`config.mk`:
```
export PLATFORM = sky130hd
export DESIGN_NAME = dmac_rd_arbiter
export DESIGN_NICKNAME = d
export VERILOG_FILES = /design/src/rtl/dmac_rd_arbiter.sv
export SDC_FILE = /design/constraint.sdc
export NUM_CORES = 1
export LEC_CHECK = 0
export CAP_MARGIN = 30
export CORE_AREA = 3 3 110 112
export DETAILED_ROUTE_END_ITERATION = 7
export DIE_AREA = 0 0 113 115
export GPL_TIMING_DRIVEN = 0
export PLACE_DENSITY = 0.82
export RECOVER_POWER = 50
export SYNTH_ARGS = -nofsm -noshare
export SYNTH_HDL_FRONTEND = slang
export SYNTH_SLANG_ARGS = --single-unit
export TNS_END_PERCENT = 5
```
`constraint.sdc`:
```
create_clock -name clk -period 8.8 [get_ports clk]
set_input_delay 1.76 -clock clk [delete_from_list [all_inputs] [get_ports clk]]
set_output_delay 1.76 -clock clk [all_outputs]
set_load 0.005 [all_outputs]
```
`src/rtl/dmac_rd_arbiter.sv`:
```
// Read-side AXI arbiter: round-robin grant of DMA channel read requests onto a single
// registered AR slot, and rid-based routing of returning R beats back to the owning channel.
module dmac_rd_arbiter #(
    parameter int N_CH   = 4,
    parameter int ADDR_W = 32,
    parameter int DATA_W = 32,
    parameter int ID_W   = 4
) (
    input  logic                     clk,
    input  logic                     rst_n,
    input  logic [N_CH-1:0]          ch_arvalid_i,
    input  logic [N_CH*ADDR_W-1:0]   ch_araddr_i,
    input  logic [N_CH*4-1:0]        ch_arlen_i,
    output logic [N_CH-1:0]          ch_arready_o,
    output logic [N_CH-1:0]          ch_rvalid_o,
    input  logic [N_CH-1:0]          ch_rready_i,
    output logic [DATA_W-1:0]        ch_rdata_o,
    output logic [1:0]               ch_rresp_o,
    output logic                     ch_rlast_o,
    output logic [ID_W-1:0]          arid_o,
    output logic [ADDR_W-1:0]        araddr_o,
    output logic [3:0]               arlen_o,
    output logic [2:0]               arsize_o,
    output logic [1:0]               arburst_o,
    output logic                     arvalid_o,
    input  logic                     arready_i,
    input  logic [ID_W-1:0]          rid_i,
    input  logic [DATA_W-1:0]        rdata_i,
    input  logic [1:0]               rresp_i,
    input  logic                     rlast_i,
    input  logic                     rvalid_i,
    output logic                     rready_o,
    output logic                     id_err_o
);

    localparam int CH_W = (N_CH > 1) ? $clog2(N_CH) : 1;

    logic [N_CH-1:0]   busy_r;
    logic              arvalid_r;
    logic [ID_W-1:0]   arid_r;
    logic [ADDR_W-1:0] araddr_r;
    logic [3:0]        arlen_r;
    logic [CH_W-1:0]   rr_ptr_r;
    logic              id_err_r;

    logic [N_CH-1:0]   eligible_s;
    logic              slot_free_s;
    logic [CH_W:0]     pick_s;
    logic              grant_s;
    logic [CH_W-1:0]   win_s;
    logic [CH_W-1:0]   rr_next_s;
    logic [ADDR_W-1:0] win_addr_s;
    logic [3:0]        win_len_s;
    logic [N_CH-1:0]   ch_arready_s;
    logic              rid_ok_s;
    logic [N_CH-1:0]   ch_rvalid_s;
    logic              rready_s;
    logic              ar_hs_s;
    logic              r_last_hs_s;

    // First set bit of elig scanning ptr, ptr+1, ... (mod N_CH); MSB flags that one was found.
    function automatic logic [CH_W:0] rr_pick(input logic [N_CH-1:0] elig,
                                              input logic [CH_W-1:0] ptr);
        logic [CH_W:0] res;
        logic [CH_W:0] pos;
        res = {(CH_W+1){1'b0}};
        for (int i = N_CH - 1; i >= 0; i--) begin
            pos = {1'b0, ptr} + (CH_W+1)'(i);
            if (pos >= (CH_W+1)'(N_CH)) begin
                pos = pos - (CH_W+1)'(N_CH);
            end else begin
                pos = pos;
            end
            if (elig[pos[CH_W-1:0]]) begin
                res = {1'b1, pos[CH_W-1:0]};
            end else begin
                res = res;
            end
        end
        return res;
    endfunction

    // Request eligibility, round-robin winner selection and winner field mux.
    always_comb begin
        eligible_s   = {N_CH{1'b0}};
        ch_arready_s = {N_CH{1'b0}};
        win_addr_s   = {ADDR_W{1'b0}};
        win_len_s    = 4'd0;
        for (int k = 0; k < N_CH; k++) begin
            eligible_s[k] = ch_arvalid_i[k] & ~busy_r[k]
                          & ~(arvalid_r & (arid_r == ID_W'(k)));
        end
        slot_free_s = ~arvalid_r | arready_i;
        pick_s      = rr_pick(eligible_s, rr_ptr_r);
        win_s       = pick_s[CH_W-1:0];
        grant_s     = slot_free_s & pick_s[CH_W] & ~rst_n;
        for (int k = 0; k < N_CH; k++) begin
            if (win_s == CH_W'(k)) begin
                win_addr_s      = ch_araddr_i[k*ADDR_W +: ADDR_W];
                win_len_s       = ch_arlen_i[k*4 +: 4];
                ch_arready_s[k] = grant_s;
            end else begin
                ch_arready_s[k] = 1'b0;
            end
        end
        if (win_s == CH_W'(N_CH - 1)) begin
            rr_next_s = {CH_W{1'b0}};
        end else begin
            rr_next_s = win_s + CH_W'(1);
        end
    end

    // R routing by rid; beats with an out-of-range rid are accepted and dropped.
    always_comb begin
        ch_rvalid_s = {N_CH{1'b0}};
        rready_s    = 1'b0;
        // Compare one bit wider so 2**ID_W == N_CH does not truncate the bound.
        rid_ok_s    = ({1'b0, rid_i} < (ID_W+1)'(N_CH));
        for (int k = 0; k < N_CH; k++) begin
            ch_rvalid_s[k] = ~rst_n & rvalid_i & rid_ok_s & (rid_i == ID_W'(k));
            rready_s       = rready_s | ((rid_i == ID_W'(k)) & ch_rready_i[k]);
        end
        if (rst_n) begin
            rready_s = 1'b0;
        end else if (!rid_ok_s) begin
            rready_s = 1'b1;
        end else begin
            rready_s = rready_s;
        end
        ar_hs_s     = arvalid_r & arready_i;
        r_last_hs_s = rvalid_i & rready_s & rid_ok_s & rlast_i;
    end

    // AR slot, per-channel outstanding flags, round-robin pointer and sticky id error.
    always_ff @(posedge clk or posedge rst_n) begin
        if (rst_n) begin
            busy_r    <= {N_CH{1'b0}};
            arvalid_r <= 1'b0;
            arid_r    <= {ID_W{1'b0}};
            araddr_r  <= {ADDR_W{1'b0}};
            arlen_r   <= 4'd0;
            rr_ptr_r  <= {CH_W{1'b0}};
            id_err_r  <= 1'b0;
        end else begin
            for (int k = 0; k < N_CH; k++) begin
                if (ar_hs_s && (arid_r == ID_W'(k))) begin
                    busy_r[k] <= 1'b1;
                end else if (r_last_hs_s && (rid_i == ID_W'(k))) begin
                    busy_r[k] <= 1'b0;
                end else begin
                    busy_r[k] <= busy_r[k];
                end
            end
            if (grant_s) begin
                arvalid_r <= 1'b1;
                arid_r    <= ID_W'(win_s);
                araddr_r  <= win_addr_s;
                arlen_r   <= win_len_s;
                rr_ptr_r  <= rr_next_s;
            end else if (slot_free_s) begin
                arvalid_r <= 1'b0;
            end else begin
                arvalid_r <= arvalid_r;
            end
            if (rvalid_i && !rid_ok_s) begin
                id_err_r <= 1'b1;
            end else begin
                id_err_r <= id_err_r;
            end
        end
    end

    assign ch_arready_o = ch_arready_s;
    assign ch_rvalid_o  = ch_rvalid_s;
    assign rready_o     = rready_s;
    assign ch_rdata_o   = rdata_i;
    assign ch_rresp_o   = rresp_i;
    assign ch_rlast_o   = rlast_i;
    assign arid_o       = arid_r;
    assign araddr_o     = araddr_r;
    assign arlen_o      = arlen_r;
    assign arsize_o     = 3'b010;
    assign arburst_o    = 2'b01;
    assign arvalid_o    = arvalid_r;
    assign id_err_o     = id_err_r;

endmodule

```
Word level (Yosys, flattened, before mapping)
Index checks and enable logic that the tools add are counted.
W data, S select, Z words.

storage, ports and cells
  register bits after elaboration = 46
  input bits = 195
  output and inout bits = 91
  logic and storage cells = 137

cells by class
  add/subtract/negate cells = 8
  order comparisons = 9
  equality and inequality tests = 9
  mux-type cells = 41
  bitwise operators = 42
  reduce and logical (&&, ||, !) cells = 18

operators with widths
  kind                   count
  $mux W32               4
  $and A1 B1 Y1          28
  $mux W1                20
  $mux W4                4
  $lt A2 B3 Y1 const B   4
  $mux W3                4
  $mux W2                5
  $not A1 Y1             10
  $reduce_bool A2 Y1     5
  $ge A3 B3 Y1 const B   3
  $logic_and A1 B1 Y1    9
  $bmux W1 S2            4
  $eq A2 B2 Y1 const B   4
  $eq A4 B2 Y1 const B   2
  $logic_not A4 Y1       2
  $sub A2 B1 Y2 const B  4
  $add A2 B2 Y3 const B  2
  $eq A2 B1 Y1 const B   2
  $eq A4 B1 Y1 const B   1
  $lt A4 B3 Y1 const B   1
  $or A1 B1 Y1           4
  $add A2 B1 Y3 const B  1
  $ge A2 B3 Y1 const B   1
  $add A2 B1 Y2 const B  1
  other kinds (2)        2

Logic depth before layout (Yosys ltp)
  word-level depth = 15
  depth in mapped cells = 12
  depth with buffers taken out = 9

Least setup slack after synthesis
No wires, ideal clock.

  kind = input -> output
  from = input ch_arvalid_i[3]
  to = output ch_arready_o[1]
  arrival time = 3,354 ps
  required time = 7,040 ps
  setup slack = 3,686 ps
  cell stages on the path = 8
  path buffers = 2
  cell sequence = nand2b_1 o211a_1 o21ai_0 and3_1 ha_1 clkbuf_1 clkbuf_1 and2_1

on the way
  elaborated cells on any way between the ends = 18
  classes of those cells = 1 x eq/ne; 13 x mux; 4 x bitwise

RTL lines
  element                        line  source
  from (decl)                    11    input logic [N_CH-1:0] ch_arvalid_i,
  $and A1 B1 Y1 *                90    eligible_s[k] = ch_arvalid_i[k] & ~busy_r[k]
  $and A1 B1 Y1 *                91    & ~(arvalid_r & (arid_r == ID_W'(k)));
  $bmux W1 S2                    74    if (elig[pos[CH_W-1:0]]) begin
  $mux W1 (not written as such)  74
  $mux W3 (3 in a row)           74
  $mux W3 *                      74
  named net pick_s[0]            48    logic [CH_W:0] pick_s;
  $eq A2 B1 Y1 *                 98    if (win_s == CH_W'(k)) begin
  $mux W1 *                      98
  to (decl)                      14    output logic [N_CH-1:0] ch_arready_o,

The timed path passes the listed nets; every way through them passes the cells marked *. The select of a mux whose other input is x is not followed.

Worst setup path in the final report
  from = input ch_arvalid_i[0]
  to = output ch_arready_o[1]

on the way
  longest elaborated chain between the ends = 11
  elaborated cells on any way between the ends = 18
  classes of those cells = 1 x eq/ne; 13 x mux; 4 x bitwise

ends and longest elaborated chain
  element                        line  source
  $and A1 B1 Y1 *                90
  $and A1 B1 Y1 *                91
  $bmux W1 S2                    74
  $mux W1 (not written as such)  74
  $mux W3 (3 in a row)           74
  $mux W3 *                      74
  $and A1 B1 Y1 (2 in a row)     96    grant_s = slot_free_s & pick_s[CH_W] & ~rst_n;
  $mux W1 *                      98

Mark *: on every way between the ends. The rest lies on a longest branch, timed or not. The select of a mux whose other input is x is not followed.

==> impl_metrics.yaml <==
yosys:
  synth_edf_count: 0
  ys_seq_area_frac: 0.3122
  yosys.area.top_type_share: 0.3122
  synth_largest_area_cell: "dfrtp_1"
  synthTopCellsByArea: "dfrtp_1 31%, mux2_4 13%, buf_4 8.8%"
  synth_cell_types: 43
  async_reset_ff_frac: 1.000
  synth_flop_cell: "dfrtp_1"
  synth-seq-cells: 46
  avgSynthCellArea_um2: 9.602
  syn_inst: 384
  synth_area_um2: 3687
  yosys_warnings: 0
die:
  fp.dieArea_um2: 13000
  rows: 39
  start_util: 0.3257
  pin_count: 286
  core_area_um2: 11320
  dieHeight_um: 115
  die_w_um: 113
detailed_routing:
  wl_per_cell_um: 17.62
  ant_nets: 0
  totalWireLength_um: 13790
  drcViolationCount: 0
  first_pass_iters: 4
  drtIter0Drc: 170
  drt-met1-wl_um: 5276
  vias: 3988
  wl_met3_um: 1201
  top_layer_used: "met4"
  wl_met2_um: 7056
  vias_per_cell: 5.093
outcome:
  run_status: "finished with violations"
  violations: "max-capacitance violations, max-slew violations"
grt:
  grt_pass1_wl_um: 20570
  grt_pass1_vias: 4046
  grt_max_degree: 30
  gr-total-overflow: 0
  antenna_found_initial: 0
  gr-usage-all-layers: 0.1962
cts:
  insertion_delay_ns: 0.29
  cts_tree: "yes"
  clockBufferDepth: 2
  hold_buffers: 0
  cts_repair_resize_count: 0
  cts_root_buf: "clkbuf_16"
  cts_made_buffers: 5
  cts_setup_buffers: 0
  clock-sinks: 46
  clock_tree.htree_level_count: 2
  clkTransAtPathRegs_ns: 0.07
placement:
  dpl.hpwl_um: 11190
  io_buffer_count: 242
  place_ws_ns: 2.171
  gp_congestion: 0.9202
critical_path:
  crit_path_max_incr_delay_ns: 0.52
  crit_chain: "clkdlybuf4s50_1 > nor2b_1 > a32oi_1 > o221ai_1 > ha_1 > clkbuf_1 > clkbuf_1 > and2_1 > clkdlybuf4s50_1"
  cp-end-kind: "output pin"
  cp.arrival_ns: 4.89
  crit_fanout: 10
  path_class: "input pin to output pin"
  crit_path_start_kind: "input pin"
  cp_slowest_cell: "clkdlybuf4s50_1"
  critical_path_required_ns: 7.04
timing:
  tightest_slew_ns: 1.634
  min_period_over_period: 0.7556
  slew_headroom: -0.08918
  grt_setup_unrepaired: "false"
  fin_worst_skew_ns: 0.007782
  slew_violations: 30
  max_freq_mhz: 150.4
  setup_viol: 0
  setup_ws_ns: 2.150
  finalCriticalPeriod_ns: 6.650
  tns_ns: 0
  finalHoldViolations: 0
pwr:
  ir_drop_uv: 141.2
  p_per_area_nw_per_um2: 269.6
  power_leakage_nw: 2.604
worst_hold_path:
  hold_path.class: "register to register"
finish:
  final_common_cell: "clkdlybuf4s50_1"
  syn_to_final_growth_pct: 75.70
  multi_input_area_um2: 2023
  nets: 838
  seq_area_um2: 1151
  n_antenna_cell: 0
  drive_above_1_share: 0.1516
  final_cell_mix: "200 x clkdlybuf4s50_1, 46 x dfrtp_1, 43 x nand2_1, 43 x buf_4, 42 x dlygate4sd3_1"
  fill_cells: 954
flow_run:
  drv_cap: 1
==> synthesized netlist by cell type, types with 2 or more instances <==
| cell type | number |
|---|---|
| ha_1 | 4 |
| inv_1 | 6 |
| and3_1 | 3 |
| dfrtp_1 | 46 |
| a32oi_1 | 2 |
| mux2_4 | 33 |
| and2_1 | 4 |
| nand3_1 | 3 |
| o21ai_0 | 7 |
| buf_12 | 3 |
| a21oi_1 | 3 |
| nand3b_1 | 2 |
| nor3b_1 | 3 |
| o31ai_1 | 36 |
| nor3_1 | 4 |
| nand2_1 | 43 |
| nor2_1 | 7 |
| nand2b_1 | 5 |
| conb_1 | 2 |
| a221oi_1 | 35 |
| o2bb2ai_1 | 3 |
| buf_6 | 2 |
| mux2_2 | 4 |
| buf_4 | 43 |
| clkbuf_1 | 26 |
| nor2b_1 | 38 |
==> metal layers <==
metal  vias to the layer above  track usage
li1                       1867            -
met1                      1890       0.2262
met2                       215       0.3602
met3                        16      0.04947
met4                         0      0.05529
met5                         -            0
==> where the power goes <==
part	leakage [nW]	switching (mW)	internal, mW
combinational	1.97	0.508	0.638
sequential	0.554	0.0639	0.313
clock	0.0819	0.0877	0.136
==> area by class of cell <==
cell class | count | share of cell area
inverters | 6 | 0.003476
well taps | 143 | 0.02762
clock buffers | 5 | 0.01931
flip-flops and latches | 46 | 0.1777
plain buffers | 74 | 0.07764
multi-input cells | 263 | 0.3123
repair buffers | 243 | 0.3745
clock inverters | 3 | 0.007532
==> registers in the layout, summed over array words and instances, names as in the netlist <==
signal and flops:
busy_r 4, araddr_o 32, id_err_o 1, arid_o 2, arvalid_o 1, arlen_o 4, rr_ptr_r 2
==> kinds of logic (layout without fill, tap and decap cells) <==
kind of cell	count (synthesis)	after routing	synth area share
and+or+nand+nor	116	116	0.1646
AOI/OAI and AO/OA	97	97	0.2097
buffers and inverters	80	331	0.1425
DFF	46	46	0.3122
muxes	39	39	0.1554
adders and majority gates	4	4	0.01357
other	2	7	0.002037
==> per-stage QoR <==
| stage | cells | total power [mW] | hold WS (ns) | util | area, µm² |
|---|---|---|---|---|---|
| 6_report | 783 | 1.747 | 0.4806 | 0.5723 | 6479 |
| 5_1_grt | 783 | 1.869 | 0.5102 | 0.5723 | 6479 |
| 4_1_cts | 783 | 1.796 | 0.4887 | 0.5743 | 6501 |
| 3_5_place_dp | 775 | 1.563 | 0.4716 | 0.5589 | 6327 |
| 3_3_place_gp | 774 | 1.529 | 0.4523 | 0.5571 | 6307 |
| 2_1_floorplan | 389 | 1.094 | 0.4477 | - | 3706 |
==> worst max-delay path, delay by kind of cell <==
family,cells,cell delay (ns)
compound gates,2,0.55
fa+ha+maj,1,0.28
buf+inv,4,1.87
simple gates,2,0.43
==> worst paths after layout <==
kind / startpoint / end / slack [ns] / cells after the start
worst max-delay path: ch_arvalid_i[0] / ch_arready_o[1] / 2.15 / 9
worst min-delay path: id_err_o / id_err_o / 0.48 / 1
worst max register to register: arid_o[1] / araddr_o[13] / 5.22 / 10
worst min register to register: id_err_o / id_err_o / 0.48 / 1
max in group asynchronous: rst_n / araddr_o[29] / 4.69 / 3
min in group asynchronous: rst_n / id_err_o / 2.15 / 2
(Power assumes the default switching activity.)
